File: config.mk
export PLATFORM = sky130hd
export DESIGN_NAME = dram_port_arbiter
export DESIGN_NICKNAME = d
export VERILOG_FILES = /design/src/rtl/dram_port_arbiter.sv
export SDC_FILE = /design/constraint.sdc
export NUM_CORES = 1
export LEC_CHECK = 0
export ABC_AREA = 1
export ABC_CLOCK_PERIOD_IN_PS = 2300
export BUFFER_PORTS_ARGS = -buffer_cell sky130_fd_sc_hd__buf_4
export CAP_MARGIN = 40
export CORE_AREA = 3 3 147 149
export DETAILED_ROUTE_END_ITERATION = 6
export DIE_AREA = 0 0 150 152
export PLACE_DENSITY = 0.67
export SYNTH_ARGS = -nofsm -noshare
export SYNTH_HDL_FRONTEND = slang
export SYNTH_SLANG_ARGS = --single-unit
export TNS_END_PERCENT = 100
File: constraint.sdc
create_clock -name clk -period 2.3 [get_ports clk]
set_clock_uncertainty 0.15 [all_clocks]
set_input_delay 0.69 -clock clk [delete_from_list [all_inputs] [get_ports clk]]
set_output_delay 0.69 -clock clk [all_outputs]
set_load 0.02 [all_outputs]
File: src/rtl/dram_port_arbiter.sv
// dram_port_arbiter
//   Shares the single SDRAM controller user port among three requesters
//   (0 = boot loader/DMA, 1 = data load/store, 2 = instruction fetch).
//   Requests are held off until calibration completes. Then one access is
//   issued and its busy pulse is awaited. The access is then completed with a
//   one-cycle ack, and load data is returned in the ack cycle.
// Ports
//   clk, rst_x              clock, asynchronous active-low reset
//   i_req/i_we              per-port request (level) and store flag
//   i_addr/i_wdata/i_ctrl   per-port address, store data, {unsigned,size}
//   o_ack/o_rdata           one-hot completion pulse, load data
//   o_gnt/o_err             current owner, sticky watchdog timeout
//   o_rd_en/o_wr_en/o_addr/o_data/o_ctrl   controller command side
//   i_busy/i_mdata/i_calib  controller status, read data, calibration done
module dram_port_arbiter #(
  parameter int RR_EN = 1,
  parameter int TMO_W = 8
) (
  input  logic        clk,
  input  logic        rst_x,
  input  logic [2:0]  i_req,
  input  logic [2:0]  i_we,
  input  logic [95:0] i_addr,
  input  logic [95:0] i_wdata,
  input  logic [8:0]  i_ctrl,
  output logic [2:0]  o_ack,
  output logic [31:0] o_rdata,
  output logic [2:0]  o_gnt,
  output logic        o_err,
  output logic        o_rd_en,
  output logic        o_wr_en,
  output logic [31:0] o_addr,
  output logic [31:0] o_data,
  output logic [2:0]  o_ctrl,
  input  logic        i_busy,
  input  logic [31:0] i_mdata,
  input  logic        i_calib
);

  typedef enum logic [2:0] {S_IDLE, S_ISSUE, S_WAITB, S_WAITD, S_DONE} state_e;

  // Last count value before the watchdog fires: the state is left after
  // 2**TMO_W-1 cycles without progress.
  localparam logic [TMO_W-1:0] TMO_LAST = TMO_W'(2**TMO_W - 2);

  state_e            state_q, state_d;
  logic [2:0]        gnt_q, gnt_d;
  logic [2:0]        ack_q, ack_d;
  logic [1:0]        own_q, own_d;
  logic [1:0]        rr_ptr_q, rr_ptr_d;
  logic              we_q, we_d;
  logic              rd_en_q, rd_en_d;
  logic              wr_en_q, wr_en_d;
  logic [31:0]       addr_q, addr_d;
  logic [31:0]       data_q, data_d;
  logic [2:0]        ctrl_q, ctrl_d;
  logic [31:0]       rdata_q, rdata_d;
  logic              err_q, err_d;
  logic [TMO_W-1:0]  tmo_q, tmo_d;

  // Winner selection, evaluated every cycle but only consumed in IDLE.
  logic       win_vld;
  logic [1:0] win_idx;

  always_comb begin
    int j;
    win_vld = 1'b0;
    win_idx = 2'd0;
    j       = 0;
    for (int s = 1; s <= 3; s++) begin
      // Round-robin starts just after the last owner; fixed priority scans 0..2.
      if (RR_EN != 0) j = (int'(rr_ptr_q) + s) % 3;
      else            j = s - 1;
      if (!win_vld && i_req[j]) begin
        win_vld = 1'b1;
        win_idx = 2'(j);
      end
    end
  end

  always_comb begin
    // NOTE: every next-state signal takes its current value first, so no
    // branch can leave one unassigned and infer a latch.
    state_d  = state_q;
    gnt_d    = gnt_q;
    ack_d    = ack_q;
    own_d    = own_q;
    rr_ptr_d = rr_ptr_q;
    we_d     = we_q;
    rd_en_d  = rd_en_q;
    wr_en_d  = wr_en_q;
    addr_d   = addr_q;
    data_d   = data_q;
    ctrl_d   = ctrl_q;
    rdata_d  = rdata_q;
    err_d    = err_q;
    tmo_d    = tmo_q;

    unique case (state_q)
      S_IDLE: begin
        if (i_calib && win_vld && !i_busy) begin
          own_d   = win_idx;
          gnt_d   = 3'b001 << win_idx;
          we_d    = i_we[win_idx];
          rd_en_d = !i_we[win_idx];
          wr_en_d = i_we[win_idx];
          addr_d  = i_addr[32*win_idx +: 32];
          data_d  = i_wdata[32*win_idx +: 32];
          ctrl_d  = i_ctrl[3*win_idx +: 3];
          state_d = S_ISSUE;
        end
      end
      S_ISSUE: begin
        rd_en_d = 1'b0;
        wr_en_d = 1'b0;
        tmo_d   = '0;
        state_d = S_WAITB;
      end
      S_WAITB: begin
        if (i_busy) begin
          tmo_d   = '0;
          state_d = S_WAITD;
        end else if (tmo_q == TMO_LAST) begin
          err_d   = 1'b1;
          rdata_d = '0;
          ack_d   = gnt_q;
          state_d = S_DONE;
        end else begin
          tmo_d = tmo_q + 1'b1;
        end
      end
      S_WAITD: begin
        if (!i_busy) begin
          if (!we_q) rdata_d = i_mdata;
          ack_d   = gnt_q;
          state_d = S_DONE;
        end else if (tmo_q == TMO_LAST) begin
          err_d   = 1'b1;
          rdata_d = '0;
          ack_d   = gnt_q;
          state_d = S_DONE;
        end else begin
          tmo_d = tmo_q + 1'b1;
        end
      end
      S_DONE: begin
        ack_d = 3'b000;
        gnt_d = 3'b000;
        if (RR_EN != 0) rr_ptr_d = own_q;
        state_d = S_IDLE;
      end
      default: state_d = S_IDLE;
    endcase
  end

  // NOTE: state registers use non-blocking assignments so every flop samples
  // the pre-edge values regardless of process ordering.
  always_ff @(posedge clk or negedge rst_x) begin
    if (!rst_x) begin
      state_q  <= S_IDLE;
      gnt_q    <= '0;
      ack_q    <= '0;
      own_q    <= '0;
      rr_ptr_q <= 2'd2;  // port 0 is searched first after reset
      we_q     <= 1'b0;
      rd_en_q  <= 1'b0;
      wr_en_q  <= 1'b0;
      addr_q   <= '0;
      data_q   <= '0;
      ctrl_q   <= '0;
      rdata_q  <= '0;
      err_q    <= 1'b0;
      tmo_q    <= '0;
    end else begin
      state_q  <= state_d;
      gnt_q    <= gnt_d;
      ack_q    <= ack_d;
      own_q    <= own_d;
      rr_ptr_q <= rr_ptr_d;
      we_q     <= we_d;
      rd_en_q  <= rd_en_d;
      wr_en_q  <= wr_en_d;
      addr_q   <= addr_d;
      data_q   <= data_d;
      ctrl_q   <= ctrl_d;
      rdata_q  <= rdata_d;
      err_q    <= err_d;
      tmo_q    <= tmo_d;
    end
  end

  assign o_ack   = ack_q;
  assign o_rdata = rdata_q;
  assign o_gnt   = gnt_q;
  assign o_err   = err_q;
  assign o_rd_en = rd_en_q;
  assign o_wr_en = wr_en_q;
  assign o_addr  = addr_q;
  assign o_data  = data_q;
  assign o_ctrl  = ctrl_q;

endmodule

# After elaboration in Yosys (flattened, before gate mapping)
# Index checks and enable logic that the tools add are counted.
word_totals:
  regBits: 124
  latch_bits: 0
  ramBits: 0
  romBits: 0
  in_bits: 243
  out_inout_bits: 108
  word_cells: 105
  n_memories: 0
classes:
  n_addsub: 4
  mul: 1
  n_div: 3
  magnitude_cmp: 4
  n_eq_ne: 9
  shift: 4
  muxes: 45
  n_bitwise: 0
  n_reduce_logical: 21
op_table:
  columns: ["op", "count"]
  rows:
  - ["$shiftx 96x8->32", 2]
  - ["$mux 32", 4]
  - ["$lt 32x4->1 const B", 3]
  - ["$mod 32x3->32 const B", 3]
  - ["$pmux 32 s2", 1]
  - ["$mux 3", 8]
  - ["$mux 8", 3]
  - ["$pmux 8 s3", 1]
  - ["$mux 1", 15]
  - ["$pmux 3 s4", 1]
  - ["$reduce_and 2->1", 5]
  - ["$pmux 3 s3", 1]
  - ["$shiftx 9x5->3", 1]
  - ["$add 8x1->8 const B", 1]
  - ["$bmux 1 s2", 4]
  - ["$eq 8x8->1 const B", 1]
  - ["$add 2x2->3 const B", 2]
  - ["$eq 3x2->1 const B", 2]
  - ["$mux 2", 3]
  - ["$ne 2x2->1 const B", 3]
  - ["$pmux 1 s2", 3]
  - ["$pmux 3 s2", 1]
  - ["$reduce_and 3->1", 2]
  - ["$reduce_bool 2->1", 3]
  - ["other kinds (11)", 18]

# Depth between registers and ports, before layout
# Gate-level depths: netlist (run 1).
logic_depth:
  ltp_word: 17
  mapped_depth: 16
  ltp_nobuf: 14

# Worst setup path before layout (run 1)
# OpenSTA, ideal clock, no wires.
synth_path:
  path_kind: "register -> register"
  startpoint: "reg rr_ptr_q[1]"
  endpoint: "reg rd_en_q (netlist: o_rd_en)"
  setup_time_ns: 0.121
  t_arrival_ns: 1.959
  t_required_ns: 2.029
  path_slack_ns: 0.070
  stages_incl_launch_ff: 15
  synth_period_minus_slack_ns: 2.230
  path_cell_list: "dfstp_2 ha_1 buf_4 inv_2 nand2_1 nand3_1 nand2_1 nand3_1 nand3_1 buf_2 nor2_2 buf_6 nand3_1 nand2_1 nor2_1"
synth_between:
  elab_chain_cells: 17
  elab_cells_between_ends: 34
synth_rtl:
  columns: ["item", "line_no", "source"]
  rows:
  - ["start, declared", "50", "logic [1:0] rr_ptr_q, rr_ptr_d;"]
  - ["start signal, assigned", "179", "rr_ptr_q <= rr_ptr_d;"]
  - ["$add 2x1->3", "72", "if (RR_EN != 0) j = (int'(rr_ptr_q) + s) % 3;"]
  - ["$mod 32x3->32", "72", null]
  - ["$bmux 1 s2", "74", "if (!win_vld && i_req[j]) begin"]
  - ["$mux 1 (implied by the code) (2 in series)", "74", null]
  - ["$mux 1", "74", null]
  - ["$logic_not 1->1", "74", null]
  - ["$logic_and 1x1->1", "74", null]
  - ["$mux 1", "74", null]
  - ["$logic_not 1->1", "74", null]
  - ["$logic_and 1x1->1", "74", null]
  - ["$mux 2", "74", null]
  - ["$bmux 1 s2", "105", "rd_en_d = !i_we[win_idx];"]
  - ["$mux 1 (implied by the code)", "105", null]
  - ["$logic_not 1->1", "105", null]
  - ["$mux 1", "101", "if (i_calib && win_vld && !i_busy) begin"]
  - ["$pmux 1 s2", "99", "unique case (state_q)"]
  - ["end signal, assigned", "181", "rd_en_q <= rd_en_d;"]
  - ["end, declared", "52", "logic rd_en_q, rd_en_d;"]
# Parallel ways exist; a longest one is shown, timed or not. The select of a mux whose other input is x is not followed.
# A chain may end at the register's enable or synchronous reset.

# Worst setup path after layout (run 1)
layout_path:
  startpoint: "reg rr_ptr_q[1]"
  endpoint: "reg addr_q[27] (netlist: o_addr[27])"
layout_between:
  elab_chain_cells: 15
  elab_cells_between_ends: 29
layout_rtl:
  columns: ["item", "line_no", "source"]
  rows:
  - ["parallel branches: the longest is 15 deep, another holds $mod 32x3->32", null, null]
  - ["end signal, assigned", "183", "addr_q <= addr_d;"]
  - ["end, declared", "54", "logic [31:0] addr_q, addr_d;"]
# Several ways; the timed one is not identified. The select of a mux whose other input is x is not followed.

==> PnR_summary.wiki, run 1 <==
{| class="wikitable"
! Metric !! Value
|-
| Maximum number of pins on one net before global-route repair || 43
|-
| Most area-consuming cells after synthesis || dfrtp_1, nand3_1, nand2_1
|-
| CP required || 2440 ps
|-
| Final setup violating endpoints || 30
|-
| R2R Setup Slk || -30 ps
|-
| Number of pins exceeding their max-slew limit in the final report || 0
|-
| Mapped cell area || 7110 um2
|-
| Worst setup margin || -28.0 ps
|-
| First-pass GRT wire length || 41.7 mm
|-
| Tightest slew margin relative to the limit || 69.2%
|-
| Remaining antenna violation count after routing || 0
|-
| Cell variety after synth || 36
|-
| Clock slew at the register clock pins of the worst setup and hold paths || 60 ps
|-
| Setup TNS || -361 ps
|-
| Worst-skew pair later-pin latency || 410 ps
|-
| Number of antenna violations at the first check in global routing || 0
|-
| Cell count after synthesis || 989
|-
| Routed vias || 8038
|-
| Number of cell rows || 52
|-
| Most common library cell in the layout ignoring fill and taps || buf_4
|-
| Max Clock Freq || 430 MHz
|-
| Synth-to-Final Area Change || 65.0%
|-
| Port bufs || 350
|-
| Flop and latch count out of synthesis || 124
|-
| Antenna cells || 0
|-
| Power density cells || 1610 nW/um2
|-
| CTS tree || built
|-
| Cells on worst reg2reg path || 14
|-
| DRT Pass-1 Iters || 5
|-
| Post-Route WL || 27.7 mm
|-
| Peak VDD IR || 0.827 mV
|-
| Final clock period utilization by the worst path || 101%
|-
| Critical path destination || o_addr[27]
|-
| Share of the synthesized area in the top cell type || 43.3%
|-
| Pin slew with the least headroom to its limit || 457 ps
|-
| Element type at the critical path end || register
|-
| Critical path data arrival time || 2470 ps
|-
| Worst setup path class || register to register
|-
| Initial core utilization || 35.0%
|-
| Top library cells by usage in the layout, fill and taps aside || buf_4, nand2_1, inv_1, nand3_1, dfrtp_1
|-
| CTS Root Buffer Type || clkbuf_16
|-
| Startpoint type of the worst setup path || register
|-
| Final RePlAce weighted congestion || 0.935
|-
| Floorplan Core Area || 20300 um2
|-
| Share of the yosys chip area belonging to registers || 43.7%
|-
| Fraction of final layout cells with drive strength greater than 1 || 41.5%
|-
| Die Height || 152 um
|-
| Clock buffers created by TritonCTS || 17
|-
| Number of top-level pins || 351
|-
| Total die area || 22800 um2
|-
| Residual DRC || 0
|-
| Post-cts hold buffer count || 0
|-
| WL/cell || 16.8 um
|-
| Mean cell area of the mapped netlist || 7.18 um2
|-
| Final hold viol count || 0
|-
| Number of DRC markers in iteration 0 || 574
|-
| Violations in the final reports || setup timing
|-
| Number of maximum-capacitance violations || 0
|-
| Final nets || 1617
|-
| Time the final worst path needs with I/O delays and setup || 2330 ps
|-
| Worst R2R Start || rr_ptr_q[1]
|-
| Start point of the critical path || rr_ptr_q[1]
|-
| Number of global-route vias before repair || 7961
|-
| Reg-to-reg endpoint || o_addr[27]
|-
| Detailed placement HPWL || 19.8 mm
|-
| Number of sinks driven by the clock tree || 124
|-
| Number of buffers on the longest clock path || 2
|-
| Post-layout total power || 18900 uW
|-
| Net Count, Synth || 1238
|-
| Number of warning messages in the yosys log || 0
|-
| Die Width || 150 um
|-
| Vias per Instance || 4.87
|-
| Number of filler cells placed in the layout || 1879
|-
| H-tree levels || 4
|-
| Result of the run || complete, but fails checks
|-
| Global-route usage over all layers || 23.0%
|-
| Leftover overflow at the end of global routing || 0
|-
| Cell type contributing the most total cell area after synthesis || dfrtp_1
|-
| Critical path fanouts, max || 7
|-
| RSZ-0062 raised after global routing || true
|-
| Class of the tightest hold or removal check || input port to async pin
|-
| Static power due to leakage || 0.00649 uW
|}
## worst max-delay path, stage by stage (launching register included)
cell,delay (ps)
dfstp_2,580
ha_4,260
inv_6,90
nand3_4,80
nand2_4,100
nand2_4,60
nor2_4,150
nand2_2,90
nand2_4,80
buf_6,100
nor2_4,40
buf_12,140
clkbuf_16,160
nand2_1,60
nand3_1,70
## power by group
| group | total [uW] | internal (uW) | switching [uW] |
|---|---|---|---|
| clock network | 2780 | 1760 | 1020 |
| registers | 3740 | 3180 | 567 |
| logic | 12400 | 5340 | 7010 |
| total | 18900 | 10300 | 8600 |
## kinds of logic (layout without fill, tap and decap cells)
family          Yosys count  count (layout)  synth area share (%)
flops                   124             124                  43.7
buf+inv                 252             644                  14.6
xor+xnor                  3               3                 0.370
compound gates          128             128                  10.0
fa+ha+maj                 6               6                  1.06
simple gates            476             476                  30.3
## timing repair
item	in CTS	in global routing
gates resized for setup	41	94
endpoints found under the setup margin	74	76
hold endpoints to repair	0	0
buffers inserted	7	2
pin swaps	12	20
cloned	2	5
## area by class of cell
cell class | count | area [um2] | share of cell area (%)
Clock buffer | 21 | 460 | 3.93
Clock inverter | 11 | 143 | 1.22
Inverter | 195 | 747 | 6.37
Multi-Input combinational cell | 613 | 3420 | 29.2
Sequential cell | 124 | 3100 | 26.5
Tap cell | 270 | 338 | 2.88
Timing Repair Buffer | 417 | 3510 | 29.9
## state kept, by name, indices dropped and copies added (netlist names)
signal    count
o_ack         3
o_addr       32
o_ctrl        3
o_data       32
o_err         1
o_gnt         3
o_rd_en       1
o_rdata      32
o_wr_en       1
own_q         2
rr_ptr_q      2
state_q       3
tmo_q         8
we_q          1
## worst min-delay path by stage
stage / endpoint / slack [ps] / depth (start not counted)
6_report: o_rdata[13] / 10 / 1
5_1_grt: o_rdata[13] / 20 / 1
4_1_cts: o_rdata[4] / 8 / 1
3_3_place_gp: o_err / 310 / 1
2_1_floorplan: o_ack[0] / 240 / 0
3_5_place_dp: o_err / 310 / 1
## through the flow
stage          cell area (um2)  std cells  util (%)  setup WS [ps]  hold slack [ps]
2_1_floorplan             7110        989         -           69.7              244
3_3_place_gp             10400       1606      51.2          -93.9              312
3_5_place_dp             10400       1606      51.2           -134              314
4_1_cts                  11300       1645      55.4          -6.96             7.76
5_1_grt                  11700       1651      57.8           -124             22.4
6_report                 11700       1651      57.8          -28.0             12.7
## cells in the mapped netlist
cell	number
inv_1	188
nand2_4	2
nand2_1	227
nor2_4	1
nand4_1	2
dfstp_2	1
a21o_1	1
buf_1	5
nand2_2	1
or2_1	14
a211oi_2	1
clkbuf_1	14
buf_4	4
nor3_1	2
a21oi_1	65
inv_2	7
nor4_1	1
o21ai_0	14
ha_1	6
xor2_1	3
a31oi_1	2
nor2_2	1
buf_6	5
nand3_2	1
o21bai_1	1
o21ai_1	2
o22ai_1	39
o31ai_1	1
nand3_1	194
or2_2	16
nor2_1	13
dfrtp_1	123
o21a_1	1
a31o_2	1
buf_2	29
nand3b_1	1
## metal layers
layer | wire length, um | up-vias | GRT usage (%)
met2 | 13800 | 320 | 39.6
met4 | 643 | 0 | 7.80
li1 | - | 3896 | -
met1 | 11000 | 3781 | 28.2
met3 | 2180 | 41 | 5.27
met5 | 0 | - | 0
No activity file was read; power rests on OpenSTA's default activity.
==> run 2: changes to the inputs <==
Settings changed: BUFFER_PORTS_ARGS -buffer_cell sky130_fd_sc_hd__buf_4 to default, CAP_MARGIN 40 to default, DONT_BUFFER_PORTS from default to 1, PLACE_DENSITY 0.67 to default, PLACE_DENSITY_LB_ADDON from default to 0.15.
==> PnR_summary.wiki, run 2 (same netlist as run 1, synthesis figures left out) <==
{| class="wikitable"
! Metric !! Value
|-
| Placed Instances || 1247
|-
| Critical path data arrival time || 2530 ps
|-
| CP required || 2450 ps
|-
| DRT Pass-1 Iters || 5
|-
| Worst path max stage delay || 570 ps
|-
| Routed vias || 6581
|-
| Synth-to-Final Area Change || 25.3%
|-
| Number of buffers on the longest clock path || 2
|-
| Vias per Instance || 5.05
|-
| Post-Route WL || 25.1 mm
|-
| Class of the tightest hold or removal check || input port to async pin
|-
| Non-filler cells, final || 1302
|-
| WL/cell || 19.3 um
|-
| Detailed placement HPWL || 17.0 mm
|-
| Initial core utilization || 35.0%
|-
| Worst-path cell chain || ha_4 > inv_4 > nand3_2 > nand2_4 > nand2_4 > nor2_4 > nand2_2 > nand2_4 > buf_12 > nor2_4 > buf_12 > clkbuf_16 > nand2_4 > nand3_1
|-
| Number of top-level pins || 351
|-
| Tightest slew margin relative to the limit || 66.6%
|-
| First-pass GRT wire length || 35.7 mm
|-
| Final hold viol count || 123
|-
| Final nets || 1270
|-
| Clock slew at the register clock pins of the worst setup and hold paths || 60 ps
|-
| Critical path fanouts, max || 7
|-
| Worst setup margin || -87.2 ps
|-
| CTS Root Buffer Type || clkbuf_16
|-
| Leftover overflow at the end of global routing || 0
|-
| Number of antenna violations at the first check in global routing || 0
|-
| Remaining antenna violation count after routing || 0
|-
| Setup TNS || -2460 ps
|-
| Most common library cell in the layout ignoring fill and taps || nand2_1
|-
| Critical Path Most Common Cell || nand2_4
|-
| Worst-skew pair later-pin latency || 410 ps
|-
| Number of cell rows || 52
|-
| Number of pins exceeding their max-slew limit in the final report || 0
|-
| CTS tree || built
|-
| Global-route usage over all layers || 20.0%
|-
| Clock buffers created by TritonCTS || 17
|-
| RSZ-0062 raised after global routing || true
|-
| Start point of the critical path || rr_ptr_q[1]
|-
| Result of the run || complete, but fails checks
|-
| Port bufs || 0
|-
| Cell type group with the largest total delay on the critical path || simple AND/OR/NAND/NOR gates
|-
| Top library cells by usage in the layout, fill and taps aside || nand2_1, inv_1, nand3_1, dfrtp_1, a21oi_1
|-
| Utilization after layout || 43.8%
|-
| Residual DRC || 0
|-
| Floorplan Core Area || 20300 um2
|-
| Static power due to leakage || 0.00479 uW
|-
| Time the final worst path needs with I/O delays and setup || 2390 ps
|-
| Pin slew with the least headroom to its limit || 496 ps
|-
| Element type at the critical path end || register
|-
| Total die area || 22800 um2
|-
| Worst setup path class || register to register
|-
| Number of global-route vias before repair || 6314
|-
| Number of maximum-capacitance violations || 0
|-
| Die Width || 150 um
|-
| Slowest-stage cell, CP || dfstp_2
|-
| Max Clock Freq || 419 MHz
|-
| Peak VDD IR || 0.994 mV
|-
| Final RePlAce weighted congestion || 0.861
|-
| Maximum number of pins on one net before global-route repair || 125
|-
| Fraction of final layout cells with drive strength greater than 1 || 16.5%
|-
| Final setup violating endpoints || 66
|-
| Final clock period utilization by the worst path || 104%
|-
| Startpoint type of the worst setup path || register
|-
| Violations in the final reports || hold timing, setup timing
|-
| Worst R2R Start || rr_ptr_q[1]
|-
| Final hold slack || -171 ps
|-
| H-tree levels || 4
|-
| Antenna cells || 0
|-
| Die Height || 152 um
|-
| Number of DRC markers in iteration 0 || 380
|-
| Number of sinks driven by the clock tree || 124
|-
| Power density cells || 1880 nW/um2
|-
| Post-layout total power || 16800 uW
|-
| Buffers & Inverters on Critical Path || 4
|}
-- run 2: report_power, final --
group	switching [uW]	leakage (uW)	internal, uW	total [uW]
sequential	1930	0.00150	3170	5090
clock	974	0.000281	1660	2630
combinational	5110	0.00301	3930	9050
total	8010	0.00479	8760	16800
-- run 2: path summary, 6_finish.rpt --
kind,depth (start not counted),end,slack (ps)
worst max-delay path,14,o_addr[9],-90
worst min-delay path,0,o_rdata[10],-170
worst max register to register,14,o_addr[9],-90
worst min register to register,1,own_q[0],340
max in group asynchronous,0,rr_ptr_q[1],1940
min in group clk,2,o_rdata[7],280
-- run 2: cell type report --
class / instances / area (um2)
fillers: 2037 / 11400
multi-input cells: 613 / 3220
flip-flops and latches: 124 / 3100
repair buffers: 70 / 933
inverters: 195 / 742
clock buffers: 22 / 474
well taps: 270 / 338
clock inverters: 8 / 92.6
-- run 2: through the flow --
stage	hold WS (ps)	setup WS, ps	instance area, um2
2_1_floorplan	244	69.7	7110
3_3_place_gp	247	-54.8	7630
3_5_place_dp	248	-95.8	7630
4_1_cts	-196	-4.29	8380
5_1_grt	-199	-176	8900
6_report	-171	-87.2	8900
-- run 2: timing repair --
| item | 4_1_cts | 5_1_grt |
|---|---|---|
| resized for setup | 23 | 62 |
| cloned | 2 | 8 |
| endpoints found under the hold margin | 124 | 124 |
| setup buffers | 5 | 10 |
| pin swaps | 1 | 11 |
| setup endpoints to repair | 52 | 75 |
-- run 2: metal layers --
metal,vias to the layer above,GRT usage [%],wire length (um)
met3,34,6.08,2170
met2,327,32.6,12400
met1,3029,24.9,9890
met5,-,0,0
met4,0,7.63,677
li1,3191,-,-
